--- src/rtl/fpga_cfg_loader.sv ---
// Wishbone-mapped configuration engine: buffers bitstream words in a FIFO and
// serialises them into NUM_CHAINS parallel ccff chains at a programmable rate.
module fpga_cfg_loader #(
    parameter int unsigned NUM_CHAINS = 4,
    parameter int unsigned FIFO_DEPTH = 8,
    parameter int unsigned DIV_W      = 8
) (
    input  logic                  wb_clk_i,
    input  logic                  wb_rst_i,
    input  logic                  wbs_stb_i,
    input  logic                  wbs_cyc_i,
    input  logic                  wbs_we_i,
    input  logic [3:0]            wbs_sel_i,
    input  logic [31:0]           wbs_adr_i,
    input  logic [31:0]           wbs_dat_i,
    output logic                  wbs_ack_o,
    output logic [31:0]           wbs_dat_o,
    output logic                  prog_clk,
    output logic                  prog_reset,
    output logic [NUM_CHAINS-1:0] ccff_head,
    input  logic [NUM_CHAINS-1:0] ccff_tail,
    output logic                  irq
);
    localparam int unsigned SLICES  = 32 / NUM_CHAINS;
    localparam int unsigned SLICE_W = (SLICES > 1) ? $clog2(SLICES) : 1;
    localparam int unsigned PTR_W   = $clog2(FIFO_DEPTH);
    localparam int unsigned LVL_W   = PTR_W + 1;

    typedef enum logic [2:0] {ST_IDLE, ST_LOAD, ST_SETUP, ST_HIGH, ST_DONE} state_t;

    state_t               state;
    logic [31:0]          len_reg;
    logic [DIV_W-1:0]     div_reg;
    logic [31:0]          tail_reg;
    logic [31:0]          remaining;
    logic [31:0]          sreg;
    logic [SLICE_W-1:0]   slice;
    logic [DIV_W-1:0]     cnt;
    logic                 ie;
    logic                 done;
    logic                 ovf;
    logic [31:0]          mem [FIFO_DEPTH];
    logic [LVL_W-1:0]     wr_ptr;
    logic [LVL_W-1:0]     rd_ptr;

    logic                 req, wr;
    logic [2:0]           addr;
    logic                 start, abort, push, pop;
    logic [LVL_W-1:0]     level;
    logic                 full, empty, busy;
    logic [31:0]          fifo_rd, status, rdata;
    logic                 done_nxt, ovf_nxt, ie_nxt;
    logic                 unused_ok;

    // Bus decode: a new request is a strobe not already being acknowledged
    assign req       = wbs_stb_i & wbs_cyc_i & ~wbs_ack_o;
    assign wr        = req & wbs_we_i;
    assign addr      = wbs_adr_i[4:2];
    assign abort     = wr && (addr == 3'd0) && wbs_dat_i[2];
    assign start     = wr && (addr == 3'd0) && wbs_dat_i[0] && !wbs_dat_i[2];
    assign level     = wr_ptr - rd_ptr;
    assign full      = (level == LVL_W'(FIFO_DEPTH));
    assign empty     = (level == '0);
    assign busy      = (state != ST_IDLE);
    assign push      = wr && (addr == 3'd2) && !full;
    assign pop       = (state == ST_LOAD) && !empty;
    assign fifo_rd   = mem[rd_ptr[PTR_W-1:0]];
    assign status    = {16'h0, 8'(level), 3'b000, ovf, done, empty, full, busy};
    assign unused_ok = ^{wbs_adr_i[31:5], wbs_adr_i[1:0], wbs_sel_i};

    // Read mux and next values of the sticky flags feeding irq
    always_comb begin
        rdata    = '0;
        done_nxt = done;
        ovf_nxt  = ovf;
        ie_nxt   = ie;
        case (addr)
            3'd0:    rdata = {28'h0, ie, 1'b0, prog_reset, 1'b0};
            3'd1:    rdata = status;
            3'd3:    rdata = len_reg;
            3'd4:    rdata = 32'(div_reg);
            3'd5:    rdata = tail_reg;
            default: rdata = '0;
        endcase
        if (wr && addr == 3'd0) ie_nxt = wbs_dat_i[3];
        if (wr && addr == 3'd1 && wbs_dat_i[3]) done_nxt = 1'b0;
        if (wr && addr == 3'd1 && wbs_dat_i[4]) ovf_nxt = 1'b0;
        if (wr && addr == 3'd2 && full) ovf_nxt = 1'b1;
        if (start && state == ST_IDLE) done_nxt = (len_reg == '0);
        if (state == ST_DONE && !abort) done_nxt = 1'b1;
    end

    // Wishbone ack/data and configuration registers
    always_ff @(posedge wb_clk_i or posedge wb_rst_i) begin
        if (wb_rst_i) begin
            wbs_ack_o  <= 1'b0;
            wbs_dat_o  <= '0;
            len_reg    <= '0;
            div_reg    <= '0;
            prog_reset <= 1'b0;
            ie         <= 1'b0;
            done       <= 1'b0;
            ovf        <= 1'b0;
            irq        <= 1'b0;
        end else begin
            wbs_ack_o <= req;
            wbs_dat_o <= (req && !wbs_we_i) ? rdata : '0;
            if (wr && addr == 3'd0) prog_reset <= wbs_dat_i[1];
            if (wr && addr == 3'd3) len_reg <= wbs_dat_i;
            if (wr && addr == 3'd4) div_reg <= wbs_dat_i[DIV_W-1:0];
            ie   <= ie_nxt;
            done <= done_nxt;
            ovf  <= ovf_nxt;
            irq  <= ie_nxt & (done_nxt | ovf_nxt);
        end
    end

    // FIFO storage; writes only while not full
    always_ff @(posedge wb_clk_i) begin
        if (push) mem[wr_ptr[PTR_W-1:0]] <= wbs_dat_i;
    end

    // FIFO pointers; abort flushes
    always_ff @(posedge wb_clk_i or posedge wb_rst_i) begin
        if (wb_rst_i) begin
            wr_ptr <= '0;
            rd_ptr <= '0;
        end else if (abort) begin
            wr_ptr <= '0;
            rd_ptr <= '0;
        end else begin
            if (push) wr_ptr <= wr_ptr + 1'b1;
            if (pop)  rd_ptr <= rd_ptr + 1'b1;
        end
    end

    // Shift engine: one SETUP/HIGH pair per shift cycle, LOAD between words
    always_ff @(posedge wb_clk_i or posedge wb_rst_i) begin
        if (wb_rst_i) begin
            state     <= ST_IDLE;
            prog_clk  <= 1'b0;
            ccff_head <= '0;
            tail_reg  <= '0;
            remaining <= '0;
            sreg      <= '0;
            slice     <= '0;
            cnt       <= '0;
        end else if (abort) begin
            state    <= ST_IDLE;
            prog_clk <= 1'b0;
        end else begin
            case (state)
                ST_IDLE: begin
                    if (start && len_reg != '0) begin
                        remaining <= len_reg;
                        state     <= ST_LOAD;
                    end
                end
                ST_LOAD: begin
                    prog_clk <= 1'b0;
                    if (!empty) begin
                        ccff_head <= fifo_rd[NUM_CHAINS-1:0];
                        sreg      <= fifo_rd >> NUM_CHAINS;
                        slice     <= '0;
                        cnt       <= '0;
                        state     <= ST_SETUP;
                    end
                end
                ST_SETUP: begin
                    if (cnt == div_reg) begin
                        cnt      <= '0;
                        prog_clk <= 1'b1;
                        tail_reg <= 32'({tail_reg, ccff_tail});
                        state    <= ST_HIGH;
                    end else begin
                        cnt <= cnt + 1'b1;
                    end
                end
                ST_HIGH: begin
                    if (cnt == div_reg) begin
                        cnt       <= '0;
                        prog_clk  <= 1'b0;
                        remaining <= remaining - 1'b1;
                        if (remaining == 32'd1) begin
                            state <= ST_DONE;
                        end else if (slice == SLICE_W'(SLICES - 1)) begin
                            state <= ST_LOAD;
                        end else begin
                            slice     <= slice + 1'b1;
                            ccff_head <= sreg[NUM_CHAINS-1:0];
                            sreg      <= sreg >> NUM_CHAINS;
                            state     <= ST_SETUP;
                        end
                    end else begin
                        cnt <= cnt + 1'b1;
                    end
                end
                ST_DONE: begin
                    prog_clk <= 1'b0;
                    state    <= ST_IDLE;
                end
                default: state <= ST_IDLE;
            endcase
        end
    end
endmodule

--- config.mk ---
export PLATFORM = sky130hd
export DESIGN_NAME = fpga_cfg_loader
export DESIGN_NICKNAME = d
export VERILOG_FILES = /design/src/rtl/fpga_cfg_loader.sv
export SDC_FILE = /design/constraint.sdc
export NUM_CORES = 1
export LEC_CHECK = 0
export CORE_AREA = 4 4 194 196
export DETAILED_ROUTE_END_ITERATION = 10
export DIE_AREA = 0 0 198 200
export PLACE_DENSITY = 0.78
export SYNTH_ARGS = -nofsm -noshare
export SYNTH_HDL_FRONTEND = slang
export SYNTH_SLANG_ARGS = --single-unit
--- constraint.sdc ---
create_clock -name wb_clk_i -period 6.7 [get_ports wb_clk_i]
set_input_delay 1.005 -clock wb_clk_i [delete_from_list [all_inputs] [get_ports wb_clk_i]]
set_output_delay 1.005 -clock wb_clk_i [all_outputs]
set_load 0.02 [all_outputs]
==> out/results.ini, run 1 <==
[logic_synthesis]
yosys.area.top_type=edfxtp_1
yosys_warnings=0
synthDominantCellAreaShare_pct=40.27
ys.flop_type=edfxtp_1
postSynthAreaPerCell_um2=15.19
syn_inst=1257
syn-num-nets=1345
yosysSeqAreaShare_pct=66.09
ys_seq_elements=453
synth-edff-count=256
synthTopCellsByArea=edfxtp_1 (40%), dfrtp_1 (26%), mux4_2 (7.7%), mux2_2 (4.9%), mux2i_1 (2.0%)
syn_area_um2=19090
async_flop_share_pct=43.49
ys_types=67

[worst_setup_path]
cp_slowest_cell=clkdlybuf4s50_1
endpoint_kind=register
crit_fanout=32
slowest_delay_ps=840
critPathArrivalTime_ps=4360
crit_path_start_kind=input port
cp.required_ps=7130
crit_path_cell_trace=clkdlybuf4s50_1, nor2b_1, and2_1, nor2b_2, buf_4, mux2_2
path_buf_inv=2
critPathTopFamily=simple AND/OR/NAND/NOR gates
worst-setup-path-type=input port to register

[drt]
first_pass_iters=5
routedWlPerCell_um=23.08
vias=11410
drt_iter0_drc=1135
wl_um=42520
ant_nets=0
drc_errors=0
avgViaCountPerCell=6.195

[cts]
cts_tree=yes
cts_hold_buffers=0
cts_sinks=453
root_buffer=clkbuf_16
cts_buffers=44
clock_latency_ps=540
clk_transition_reported_paths_ps=60
cts_setup_buffers=0
cts_max_level=2
cts_resized=0
clockBufferDepth=3

[power_and_ir_drop]
p_switching_uw=2664
ir_drop_mv=0.2851
leakage_uw=0.008143
p_seq_share_pct=43.3
combPwrFrac_pct=27.3
swShare_pct=31.02
internal-power_uw=5923
clockPowerShare_pct=29.4
p_per_area_nw_per_um2=391.4

[floorplan]
fp-row-count=70
coreArea_um2=36080
die_h_um=200
pin_count=117
start_util_pct=52.90
dieArea_um2=39600
die_w_um=198

[sta]
grt_setup_unrepaired=false
tns_ps=0
clock-skew-final_ps=11.12
period_share_pct=58.66
setup_viol=0
relSlewSlack_pct=15.68
final_max_slew_viol_count=0
min_period_ps=3930
tightest_slew_ps=1261
fmax_mhz=254.4
finalHoldViolCount=0
hold_ws_ps=480.9

[cells_and_area]
antennaDiodeCount=0
area_delta_synth_final_pct=14.92
drive_gt1_share_pct=20.96
nets=1427
num-fill-cells=2655
largest_reg_flops=256

[run_status]
status=complete, no violations

[grt]
antenna_found_initial=3
grt_pass1_vias=11560
grt_first_pass_wirelength_um=66770
grt_overflow=0
grt_start_max_net_pins=87
gr-usage-all-layers_pct=21.70

[run]
cap_viol_max_count=0

[worst_hold_path]
hp-class=register to register

[placement]
io_buffers=83
gp_congestion=0.8681
place_hpwl_um=25880

final cells by class:
cell class / instances / area, um2 / share of cell area [%]
multi-input combinational: 718 / 6172 / 28.13
sequential: 453 / 12620 / 57.53
clock buffer: 60 / 1275 / 5.812
timing repair buffer: 104 / 988.4 / 4.506
clock inverter: 21 / 220.2 / 1.004
inverter: 18 / 75.07 / 0.3422
tap: 468 / 585.6 / 2.669
metrics by stage:
stage	cells	power, uW	cell area [um2]	utilization (%)	setup slack, ps
3_3_place_gp	1761	5989	20440	56.65	2267
4_1_cts	1842	8624	21940	60.80	2702
6_report	1842	8587	21940	60.80	2770
3_5_place_dp	1761	6087	20440	56.65	2229
2_1_floorplan	1257	5455	19090	-	326.0
5_1_grt	1842	9026	21940	60.80	2504
synth_stat cells, drive strengths merged (7+ instances only):
master / instances
mux2: 103
nand4: 12
nor3: 24
a22oi: 27
a22o: 7
edfxtp: 256
mux4: 65
nand2: 67
buf: 28
xor2: 11
o31ai: 8
a21oi: 47
o21ai: 69
nand3: 10
ha: 10
inv: 18
nor2: 91
dfrtp: 197
nor4: 25
clkbuf: 40
a31oi: 12
mux2i: 39
routing by layer:
metal / part of all wire (%) / vias up / global-route usage, %
met5: 0.038 / - / 0
met4: 2.4 / 2 / 5.560
met3: 6.4 / 71 / 3.357
met2: 48 / 422 / 35.85
met1: 43 / 5907 / 30.85
li1: - / 5010 / -
path summary, 6_finish.rpt:
path | from | end | slack (ps) | cells past startpoint
max | wbs_adr_i[3] | len_reg[23] | 2770 | 6
min | wbs_ack_o | wbs_ack_o | 480 | 1
max reg2reg | rd_ptr[0] | mem[6][22] | 2810 | 7
min reg2reg | wbs_ack_o | wbs_ack_o | 480 | 1
max in group asynchronous | wb_rst_i | sreg[10] | 4470 | 3
min in group asynchronous | wb_rst_i | wbs_dat_o[22] | 950 | 2
worst reg2reg max path, cell delays in order, from the launching register on:
cell	delay, ps
dfrtp_4	840
ha_1	320
fa_1	490
nand3_1	270
o311ai_2	150
buf_4	230
nor4b_2	860
buf_4	410
placed cells by master (no fill, tap or decap), drive strengths merged, types with 39 or more instances in the layout:
cell type      count
edfxtp           256
dfrtp            197
mux2             103
nor2              91
clkdlybuf4s50     83
o21ai             69
nand2             67
mux4              65
clkbuf            60
a21oi             47
mux2i             39
power by group through the flow:
| stage | clock network, uW | registers, uW | logic [uW] |
|---|---|---|---|
| after floorplan | 0 | 3600 | 1860 |
| after global placement | 0 | 3750 | 2240 |
| after detailed placement | 0 | 3760 | 2330 |
| after CTS | 2560 | 3710 | 2350 |
| after global routing | 2700 | 3770 | 2560 |
| final | 2530 | 3720 | 2340 |
kinds of logic after synthesis:
logic type | share of synthesized area (%)
AND/OR/NAND/NOR | 6.836
buffers and inverters | 1.947
XOR/XNOR | 0.7800
AO/OA/AOI/OAI | 7.400
adder cells (fa/ha/maj) | 0.7603
multiplexers | 16.18
flip-flops | 66.09
Power figures use the tool's default switching activity.
==> run 2, diff against run 1 <==
==> constraint.sdc (replaced) <==
create_clock -name wb_clk_i -period 3.2 [get_ports wb_clk_i]
set_input_delay 0.48 -clock wb_clk_i [delete_from_list [all_inputs] [get_ports wb_clk_i]]
set_output_delay 0.48 -clock wb_clk_i [all_outputs]
set_load 0.02 [all_outputs]
==> out/results.ini, run 2 (synthesized netlist as in run 1, its figures left out) <==
[run_status]
status=complete, no violations

[floorplan]
coreArea_um2=36080
die_w_um=198
fp-row-count=70
dieArea_um2=39600
pin_count=117
die_h_um=200
start_util_pct=52.90

[cells_and_area]
area_delta_synth_final_pct=17.72
multi_input_area_um2=6287
drive_gt1_share_pct=23.03
largest_reg_flops=256
final_common_cell=edfxtp_1
nets=1462
final_area_um2=22470
regArea_um2=12620
final_core_util_pct=62.28
layout_common_cells=edfxtp_1 (256), dfrtp_1 (193), nor2_1 (90), mux2_2 (83), clkdlybuf4s50_1 (83)
num-fill-cells=2614

[cts]
cts_sinks=453
clock_latency_ps=550
root_buffer=clkbuf_16
clk_transition_reported_paths_ps=60
clockBufferDepth=3
cts_hold_buffers=0
cts_tree=yes
cts_buffers=45
cts_max_level=2

[grt]
grt_first_pass_wirelength_um=68940
antenna_found_initial=3
grt_overflow=0
gr-usage-all-layers_pct=22.40
grt_pass1_vias=11770
grt_start_max_net_pins=112

[sta]
grt_setup_unrepaired=false
min_period_ps=2934
relSlewSlack_pct=41.00
clock-skew-final_ps=18.69
final_max_slew_viol_count=0
fmax_mhz=340.8
setup_viol=0
tightest_slew_ps=883.2
fin_ws_ps=265.5
period_share_pct=91.70
finalHoldViolCount=0

[worst_hold_path]
hp-class=input port to async pin

[worst_setup_path]
cp-endpoint=sreg[17]
cp.required_ps=3620
crit_path_start_kind=register
endpoint_kind=register
crit_start=rd_ptr[0]
rr_startpoint=rd_ptr[0]
reg2reg_depth=9
reg2reg_to=sreg[17]
critPathArrivalTime_ps=3360
crit_fanout=28
worst-setup-path-type=register to register
worst-r2r-setup-slack_ps=270

[placement]
gp_congestion=0.8786
place_area_um2=21040
place_hpwl_um=27390
pre_cts_ws_ps=209.4
io_buffers=83

[drt]
drc_errors=0
vias=11570
first_pass_iters=5
ant_nets=0
drt_iter0_drc=1020
routedWlPerCell_um=23.39
wl_um=44030
avgViaCountPerCell=6.147

[power_and_ir_drop]
leakage_uw=0.008374
ir_drop_mv=0.5611
finalPower_uw=18070
p_per_area_nw_per_um2=804.2

[run]
cap_viol_max_count=0

## run 2: changes by cell type in the layout (fill, tap and decap cells not counted), sizes merged
cell | previous run | this run
buf | 21 | 55
clkinv | 12 | 9
clkbuf | 60 | 71
bufinv | 4 | 1
diode | 0 | 3
clkinvlp | 3 | 1
## run 2: per-stage QoR
step / std cells / hold slack, ps / TNS [ps]
2_1_floorplan: 1257 / 456.0 / -133790
3_3_place_gp: 1795 / 471.4 / 0
3_5_place_dp: 1795 / 467.0 / 0
4_1_cts: 1879 / 475.9 / 0
5_1_grt: 1882 / 499.6 / 0
6_report: 1882 / 468.3 / 0
## run 2: routing by layer
layer | share of wire [%] | vias to the layer above | global-route usage [%]
met5 | 0 | - | 0
met4 | 2.6 | 0 | 6.503
met3 | 5.5 | 76 | 3.021
met2 | 50 | 413 | 37.05
met1 | 42 | 5981 | 31.74
li1 | - | 5098 | -
## run 2: timing repair
item,CTS,global route
setup buffers,0,0
endpoints found under the setup margin,0,6
gates resized for setup,0,1
## run 2: worst min-delay path by stage
stage / startpoint / endpoint / slack (ps) / cells past startpoint
final: wb_rst_i / tail_reg[21] / 470 / 2
after global routing: wbs_ack_o / wbs_ack_o / 500 / 1
after CTS: wb_rst_i / tail_reg[28] / 480 / 2
after detailed placement: wbs_ack_o / wbs_ack_o / 470 / 1
after global placement: wbs_ack_o / wbs_ack_o / 470 / 1
after floorplan: sreg[24] / sreg[24] / 460 / 1
## run 2: worst max-delay path, cell delays in order, from the launching register on
cell     delay [ps]
dfrtp_4         500
ha_1            230
fa_1            380
xor2_1          330
nand3_2         120
o31a_1          410
nand2_1         180
o31ai_4         110
buf_12          190
mux2_4          330
## run 2: final cells by class
type | instances | share of cell area (%)
flip-flops and latches | 453 | 56.18
multi-input cells | 718 | 27.98
repair buffers | 138 | 6.536
clock buffers | 71 | 5.852
well taps | 468 | 2.606
clock inverters | 13 | 0.4900
inverters | 18 | 0.3285
diodes | 3 | 0.03341
## run 2: where the power goes
| part | total [uW] | switching [uW] | internal, uW |
|---|---|---|---|
| clock network | 5050 | 2130 | 2920 |
| logic | 5340 | 2800 | 2540 |
| registers | 7680 | 762 | 6920 |
